## config.mk

```make
export PLATFORM = sky130hd
export DESIGN_NAME = fetch_stage
export DESIGN_NICKNAME = d
export VERILOG_FILES = /design/src/rtl/fetch_stage.sv
export SDC_FILE = /design/constraint.sdc
export NUM_CORES = 1
export LEC_CHECK = 0
export ABC_CLOCK_PERIOD_IN_PS = 2700
export CAP_MARGIN = 20
export CORE_MARGIN = 2
export CORE_UTILIZATION = 51
export CTS_CLUSTER_SIZE = 10
export DETAILED_ROUTE_END_ITERATION = 8
export GPL_TIMING_DRIVEN = 0
export HOLD_SLACK_MARGIN = 0.15
export PLACE_DENSITY = 0.79
export SETUP_SLACK_MARGIN = 0.1
export SYNTH_ARGS = -nofsm -noshare
export SYNTH_HDL_FRONTEND = slang
export SYNTH_SLANG_ARGS = --single-unit
export TNS_END_PERCENT = 1
```

## constraint.sdc

```tcl
create_clock -name clk -period 2.7 [get_ports clk]
set_input_delay 0.54 -clock clk [delete_from_list [all_inputs] [get_ports clk]]
set_output_delay 0.54 -clock clk [all_outputs]
set_load 0.02 [all_outputs]
```

## src/rtl/fetch_stage.sv

```systemverilog
// Instruction fetch stage with IF/ID pipeline register.
// Keeps one instruction-memory request in flight at a time. A fetched word is
// parked in a hold buffer while the hazard unit stalls. On a redirect the stage
// flushes IF/ID and drops the stale response before fetching the target.
module fetch_stage #(
    parameter int                  PC_WIDTH    = 8,
    parameter int                  INSTR_WIDTH = 32,
    parameter logic [PC_WIDTH-1:0] RESET_PC    = '0
) (
    input  logic                   clk,
    input  logic                   rst_n,
    output logic                   imemReq,
    output logic [PC_WIDTH-1:0]    imemAddr,
    input  logic                   imemValid,
    input  logic [INSTR_WIDTH-1:0] imemData,
    input  logic                   stall,
    input  logic                   redirect,
    input  logic [PC_WIDTH-1:0]    redirectPc,
    output logic                   ifidValid,
    output logic [INSTR_WIDTH-1:0] ifidInstr,
    output logic [PC_WIDTH-1:0]    ifidPc,
    output logic [PC_WIDTH-1:0]    ifidPcPlus1,
    output logic [3:0]             opcode
);

    typedef enum logic [1:0] {IDLE, REQ, HOLD, DRAIN} state_t;

    localparam logic [PC_WIDTH-1:0] PC_ONE = PC_WIDTH'(1);

    state_t                 state, state_next;
    logic [PC_WIDTH-1:0]    pc, pc_next;
    logic [PC_WIDTH-1:0]    req_addr, req_addr_next;
    logic [INSTR_WIDTH-1:0] hold_buf, hold_buf_next;
    logic [PC_WIDTH-1:0]    hold_pc, hold_pc_next;
    logic                   ifid_valid, ifid_valid_next;
    logic [INSTR_WIDTH-1:0] ifid_instr, ifid_instr_next;
    logic [PC_WIDTH-1:0]    ifid_pc, ifid_pc_next;
    logic [PC_WIDTH-1:0]    ifid_pc_plus1, ifid_pc_plus1_next;

    // Next-state and next-register logic; a redirect overrides everything else.
    always_comb begin
        state_next         = state;
        pc_next            = pc;
        req_addr_next      = req_addr;
        hold_buf_next      = hold_buf;
        hold_pc_next       = hold_pc;
        ifid_valid_next    = ifid_valid;
        ifid_instr_next    = ifid_instr;
        ifid_pc_next       = ifid_pc;
        ifid_pc_plus1_next = ifid_pc_plus1;

        case (state)
            IDLE: begin
                state_next = REQ;
                if (redirect) begin
                    ifid_valid_next = 1'b0;
                    pc_next         = redirectPc;
                    req_addr_next   = redirectPc;
                end else begin
                    req_addr_next = pc;
                end
            end

            REQ: begin
                if (redirect) begin
                    ifid_valid_next = 1'b0;
                    pc_next         = redirectPc;
                    if (imemValid) begin
                        req_addr_next = redirectPc;
                    end else begin
                        state_next = DRAIN;
                    end
                end else if (imemValid) begin
                    pc_next = req_addr + PC_ONE;
                    if (stall) begin
                        hold_buf_next = imemData;
                        hold_pc_next  = req_addr;
                        state_next    = HOLD;
                    end else begin
                        ifid_valid_next    = 1'b1;
                        ifid_instr_next    = imemData;
                        ifid_pc_next       = req_addr;
                        ifid_pc_plus1_next = req_addr + PC_ONE;
                        req_addr_next      = req_addr + PC_ONE;
                    end
                end else if (!stall) begin
                    ifid_valid_next = 1'b0;
                end
            end

            HOLD: begin
                if (redirect) begin
                    ifid_valid_next = 1'b0;
                    pc_next         = redirectPc;
                    req_addr_next   = redirectPc;
                    state_next      = REQ;
                end else if (!stall) begin
                    ifid_valid_next    = 1'b1;
                    ifid_instr_next    = hold_buf;
                    ifid_pc_next       = hold_pc;
                    ifid_pc_plus1_next = hold_pc + PC_ONE;
                    req_addr_next      = pc;
                    state_next         = REQ;
                end
            end

            DRAIN: begin
                if (redirect) begin
                    ifid_valid_next = 1'b0;
                    pc_next         = redirectPc;
                end
                if (imemValid) begin
                    req_addr_next = redirect ? redirectPc : pc;
                    state_next    = REQ;
                end
            end

            default: state_next = IDLE;
        endcase
    end

    // State and pipeline registers with synchronous active-low reset.
    always_ff @(posedge clk) begin
        if (!rst_n) begin
            state         <= IDLE;
            pc            <= RESET_PC;
            req_addr      <= RESET_PC;
            hold_buf      <= '0;
            hold_pc       <= '0;
            ifid_valid    <= 1'b0;
            ifid_instr    <= '0;
            ifid_pc       <= '0;
            ifid_pc_plus1 <= '0;
        end else begin
            state         <= state_next;
            pc            <= pc_next;
            req_addr      <= req_addr_next;
            hold_buf      <= hold_buf_next;
            hold_pc       <= hold_pc_next;
            ifid_valid    <= ifid_valid_next;
            ifid_instr    <= ifid_instr_next;
            ifid_pc       <= ifid_pc_next;
            ifid_pc_plus1 <= ifid_pc_plus1_next;
        end
    end

    assign imemReq     = (state == REQ) || (state == DRAIN);
    assign imemAddr    = req_addr;
    assign ifidValid   = ifid_valid;
    assign ifidInstr   = ifid_instr;
    assign ifidPc      = ifid_pc;
    assign ifidPcPlus1 = ifid_pc_plus1;
    assign opcode      = ifid_valid ? ifid_instr[INSTR_WIDTH-1 -: 4] : 4'b0000;

endmodule

```

==> results of run 1 <==
## final timing paths
path | endpoint | slack (ns) | depth (start not counted)
max | imemReq | 0.25 | 5
min | hold_buf[7] | 0.46 | 2
max reg2reg | ifidPcPlus1[2] | 0.49 | 9
min reg2reg | hold_buf[7] | 0.46 | 2
## power by group through the flow
stage	logic (mW)	clock network (mW)	registers, mW
floorplan	0.752	0	2.12
finish	1.53	0.952	1.92
global route	1.64	1.03	1.95
detailed placement	1.53	0	1.95
CTS	1.53	0.967	1.92
global placement	1.50	0	1.95
## registers in the layout, summed over array words and instances, names as in the netlist
| register | flops |
|---|---|
| ifidInstr | 32 |
| hold_pc | 8 |
| ifidPc | 8 |
| ifidValid | 1 |
| pc | 8 |
| hold_buf | 32 |
| imemAddr | 8 |
| ifidPcPlus1 | 8 |
| state | 2 |
## worst max-delay path, cell delays in order (launching register included)
cell and delay, ns:
dfxtp_1 0.42, inv_1 0.08, ha_1 0.27, nor2_1 0.18, inv_1 0.05, clkdlybuf4s50_1 0.53
## logic make-up (layout without fill, tap and decap cells)
logic type	count (synthesis)	count (layout)	share of synthesized area
adder cells (fa/ha/maj)	7	7	0.0177
multiplexers	47	47	0.0954
flip-flops	107	107	0.432
buffers and inverters	48	170	0.0485
XOR/XNOR	5	5	0.00884
AO/OA/AOI/OAI	143	143	0.222
AND/OR/NAND/NOR	200	200	0.175
## metrics by stage
stage	cells	hold slack, ns	utilization
2_1_floorplan	557	0.431	-
3_3_place_gp	792	0.438	0.662
3_5_place_dp	792	0.447	0.662
4_1_cts	808	0.463	0.682
5_1_grt	808	0.486	0.682
6_report	808	0.462	0.682
## cells in the final DEF, fill, tap and decap left out, drive strengths merged, types with 3 or more instances in the layout
master         Yosys  routed
a21oi             55      55
and3               3       3
clkinv             0       3
o21a               7       7
mux2i             45      45
nand2b             7       7
buf               19      19
a311o              3       3
a211oi            40      40
clkdlybuf4s50      0     106
nand2            101     101
xor2               4       4
o32ai              3       3
nand3             11      11
ha                 7       7
or3                3       3
o21ai             19      19
and2               6       6
nor3               5       5
clkbuf            23      33
nor2b              3       3
nor2              52      52
dfxtp            107     107
inv                6       9
a31oi              5       5
## layout make-up
class / count / area [µm²]
inverter: 6 / 22.5
timing repair buffer: 106 / 1060
clock inverter: 6 / 57.6
fill: 775 / 2960
sequential: 107 / 2140
multi-input combinational: 402 / 2570
buffer: 42 / 218
clock buffer: 10 / 128
tap: 129 / 161
## metal layers
layer	track usage	up-vias	share of wire
met3	0.0597	20	0.074
met4	0.0728	0	0.017
li1	-	2170	-
met2	0.432	162	0.49
met5	0	-	0
met1	0.322	2125	0.42
==> flow_metrics.tcl, run 1 <==
set metrics [dict create \
    critical_path.startpoint "state[1]" \
    fmaxAchievable_ghz 0.409 \
    clock-sinks 107 \
    place_congestion 0.861 \
    status "complete, no violations" \
    worst_pin_slew_ns 0.766 \
    core.rowCount 35 \
    start_util 0.531 \
    dpl.hpwl_um 9740 \
    clkTransAtPathRegs_ns 0.11 \
    syn_nets 609 \
    grt_pass1_vias 4354 \
    synth.most_common_cell "dfxtp_1" \
    switchingPower_mw 1.58 \
    wl_per_cell_um 16.2 \
    relSlewSlack 0.490 \
    path_class "flop to output port" \
    drcViolationCount 0 \
    core_um2 9330 \
    total_power_mw 4.40 \
    die_x_um 103 \
    io_buffers 106 \
    p_seq_frac 0.437 \
    finalClockSkew_ns 0.00656 \
    wl_um 13100 \
    diodes 0 \
    yosys_warnings 0 \
    die_height_um 103 \
    first_pass_iters 5 \
    p_leak_nw 2.16 \
    drt_iter0_drc 213 \
    synth_top_cells_by_area "dfxtp_1 (43%), mux2i_1 (9.1%), a211oi_2 (8.1%)" \
    clockBufferDepth 2 \
    synth_largest_area_cell "dfxtp_1" \
    cap_violations 0 \
    combPwrFrac 0.347 \
    cts.repair.resized 0 \
    grt_pass1_wl_um 21000 \
    track_usage 0.254 \
    cp.arrival_ns 1.91 \
    cts_buffers 9 \
    hp-class "flop to flop" \
    critPathCaptureType "output port" \
    ir_drop_v 0.000529 \
    synth_edf_count 0 \
    synth.distinct_cells 46 \
    hp-start "hold_buf[7]" \
    min_period_ns 2.45 \
    drv_slew 0 \
    swShare 0.358 \
    worstPathRequired_ns 2.16 \
    yosysSeqAreaShare 0.432 \
    dr_total_vias 4477 \
    tns_ns 0 \
    internal-power_mw 2.82 \
    nets 726 \
    die_area_um2 10500 \
    grt_max_degree 20 \
    rr_startpoint "state[0]" \
    startpoint_type "flop" \
    setup_viol 0 \
    drive_above_1_share 0.108 \
    ant_nets 0 \
    clockPowerShare 0.216 \
    fin_ws_ns 0.254 \
    clkLatencyLatePin_ns 0.38 \
    hold_buffers 0 \
    antenna_found_initial 0 \
    ioPinCount 107 \
    async_flop_share 0 \
    synthTopCellsByCount "dfxtp_1 (107), nand2_1 (100), a21oi_1 (55)" \
    finalInstanceArea_um2 6360 \
    area_growth_pct 28.4 \
    synth_area_per_cell_um2 8.90 \
    dp_slack_ns 0.129 \
    h-tree-depth 3 \
    synth_top_area_frac 0.432 \
    overflow 0 \
    cts_setup_buffers 0 \
    crit_path_max_fanout 5 \
    synth_seq_cells 107 \
    routed_via_density 5.54 \
    timing_hold_violations_final 0 \
    cts_root_buf "clkbuf_8" \
    synthCells 557 \
    rsz0062_at_grt "false" \
    cts_tree "yes" \
    period_share 0.906 \
    syn_area_um2 4960 \
    synth_ff_type "dfxtp_1" \
    dpl-instance-area_um2 6180 \
    power_density_nw_per_um2 692 \
]
Note: power is estimated with default switching activity, not from simulation.
==> inputs of run 2 (changes only) <==
GPL_ROUTABILITY_DRIVEN = 0   (was not set)
==> results of run 2 <==
The final DEF is identical to that of run 1; final timing and power are the same.
==> inputs of run 3 (changes only) <==
ABC_AREA = 1   (was not set)
CORE_UTILIZATION = 50   (was 51)
PLACE_DENSITY = 0.78   (was 0.79)
==> run 3 against run 2 <==
Compared with the run above:
- clock skew increased by 0.0070 ns
- sequential cell count unchanged
- via count increased by 13%
- combinational power increased by 46%
- synthesized cell count increased by 22%
- critical path depth unchanged
- total power increased by 22%
- critical endpoint unchanged
- highest routed layer unchanged
==> flow_metrics.tcl, run 3 <==
set metrics [dict create \
    layout_common_cells "nand2_1 (157), dfxtp_1 (107), clkdlybuf4s50_1 (106)" \
    stdcell_count 928 \
    finalInstanceArea_um2 6230 \
    tns_ns 0 \
    crit_family "buffers and inverters" \
    timing_hold_violations_final 0 \
    status "complete, no violations" \
    cts_tree "yes" \
    critPathCaptureType "output port" \
    final_common_cell "nand2_1" \
    die_area_um2 10400 \
    ir_drop_v 0.000480 \
    antenna_found_initial 0 \
    fmaxAchievable_ghz 0.426 \
    core.rowCount 35 \
    cts_setup_buffers 0 \
    synth_area_per_cell_um2 7.09 \
    synth_top_area_frac 0.446 \
    diodes 0 \
    r2r_slack_ns 0.74 \
    synth.distinct_cells 26 \
    crit_path_max_fanout 5 \
    cp.arrival_ns 1.81 \
    drive_above_1_share 0.0638 \
    ant_nets 0 \
    wl_per_cell_um 14.9 \
    syn_nets 729 \
    yosys_warnings 0 \
    drcViolationCount 0 \
    synth_top_cells_by_area "dfxtp_1 (45%), nand2_1 (12%), nor2_1 (7.6%)" \
    h-tree-depth 3 \
    yosysSeqAreaShare 0.446 \
    synth_largest_area_cell "dfxtp_1" \
    cts_buffers 9 \
    worstPathRequired_ns 2.16 \
    power_density_nw_per_um2 865 \
    dpl-instance-area_um2 6020 \
    clockBufferDepth 2 \
    core_um2 9280 \
    crit_end "imemReq" \
    clkLatencyLatePin_ns 0.37 \
    setup_viol 0 \
    drv_slew 0 \
    die_x_um 102 \
    synthCells 677 \
    first_pass_iters 5 \
    synth.most_common_cell "nand2_1" \
    ioPinCount 107 \
    relSlewSlack 0.589 \
    max_stage_delay_ns 0.59 \
    drt_iter0_drc 381 \
    p_leak_nw 2.64 \
    period_share 0.870 \
    startpoint_type "flop" \
    path_cells "inv_1 > ha_1 > inv_1 > nand2_1 > clkdlybuf4s50_1" \
    reg2reg_to "ifidPc[2]" \
    cp.depth 5 \
    die_height_um 102 \
    io_buffers 106 \
    rsz0062_at_grt "false" \
    postLayoutCoreUtil 0.671 \
    cts_root_buf "clkbuf_8" \
    area_growth_pct 29.8 \
    start_util 0.517 \
    grt_max_degree 20 \
    slowest_stage "clkdlybuf4s50_1" \
    clkTransAtPathRegs_ns 0.10 \
    multiInputGateArea_um2 2270 \
    hp-class "flop to flop" \
    clock-sinks 107 \
    wl_um 13800 \
    crit_buf_inv 3 \
    track_usage 0.267 \
    critical_path.startpoint "state[1]" \
    dr_total_vias 5056 \
    worst_pin_slew_ns 0.617 \
    min_period_ns 2.35 \
    nFillCells 845 \
    overflow 0 \
    path_class "flop to output port" \
    r2r_cells 8 \
    synthTopCellsByCount "nand2_1 (157), dfxtp_1 (107), nor2_1 (97)" \
    synth_seq_cells 107 \
    total_power_mw 5.39 \
    rr_startpoint "state[0]" \
    dpl.hpwl_um 9970 \
    syn_area_um2 4800 \
    final-seq-area_um2 2140 \
    dp_cells 912 \
    finalClockSkew_ns 0.0135 \
    grt_pass1_wl_um 22300 \
    hold_buffers 0 \
    cts.repair.resized 0 \
    synth_ff_type "dfxtp_1" \
    routed_via_density 5.45 \
    cap_violations 0 \
    synth_edf_count 0 \
    async_flop_share 0 \
    nets 846 \
    grt_pass1_vias 4745 \
    crit_top_cell "inv_1" \
]
## run 3: changes by cell type after synthesis, moves of 29 or more
cell and change:
o21ai_1 +41, nand2_1 +57, inv_1 +38, nor2_1 +45
a21oi_1 -29, mux2i_1 -45, a31oi_1 +35, a211oi_2 -32
o21ai_0 +46
## run 3: power breakdown
| part | switching, mW | internal [mW] |
|---|---|---|
| clock network | 0.582 | 0.444 |
| logic | 1.31 | 0.924 |
| registers | 0.236 | 1.90 |
## run 3: per-layer routing
layer  routed length, µm  up-vias  part of all wire  track usage
met2                6290      247              0.45        0.429
met5                   0        -                 0            0
li1                    -     2465                 -            -
met1                6330     2320              0.46        0.371
met3                1050       24             0.076       0.0506
met4                 170        0             0.012       0.0718
## run 3: kinds of logic (layout without fill, tap and decap cells)
group,after synthesis,in the layout,synth area share
adders and majority gates,7,7,0.0182
and+or+nand+nor,299,299,0.255
DFF,107,107,0.446
xor gates and xnor gates,1,1,0.00182
AOI/OAI and AO/OA,176,176,0.197
buffers and inverters,87,209,0.0818
## run 3: worst reg2reg max path: cells and delay by family, from the launching register on
kind / cells / cell delay (ns)
flip-flops: 1 / 0.42
buffers and inverters: 5 / 0.89
AND/OR/NAND/NOR: 1 / 0.11
adder cells (fa/ha/maj): 1 / 0.27
AO/OA/AOI/OAI: 1 / 0.19
## run 3: stage by stage
stage | setup slack, ns | hold slack (ns)
2_1_floorplan | 1.13 | 0.447
3_3_place_gp | 0.388 | 0.452
3_5_place_dp | 0.291 | 0.459
4_1_cts | 0.342 | 0.475
5_1_grt | 0.240 | 0.498
6_report | 0.350 | 0.472
## run 3: how the worst min path moves through the flow
stage | from | endpoint | cells past startpoint
floorplan | hold_buf[14] | ifidInstr[14] | 2
global placement | ifidPcPlus1[2] | ifidPcPlus1[2] | 2
detailed placement | ifidPcPlus1[4] | ifidPcPlus1[4] | 2
CTS | ifidPcPlus1[4] | ifidPcPlus1[4] | 2
global route | ifidPcPlus1[7] | ifidPcPlus1[7] | 2
finish | ifidPcPlus1[4] | ifidPcPlus1[4] | 2
## run 3: area by class of cell
cell class	instances	share of cell area
clock buffer	9	0.0199
inverter	46	0.0277
tap	129	0.0259
sequential	107	0.344
buffer	41	0.0353
clock inverter	7	0.0133
timing repair buffer	106	0.170
multi-input combinational	483	0.364
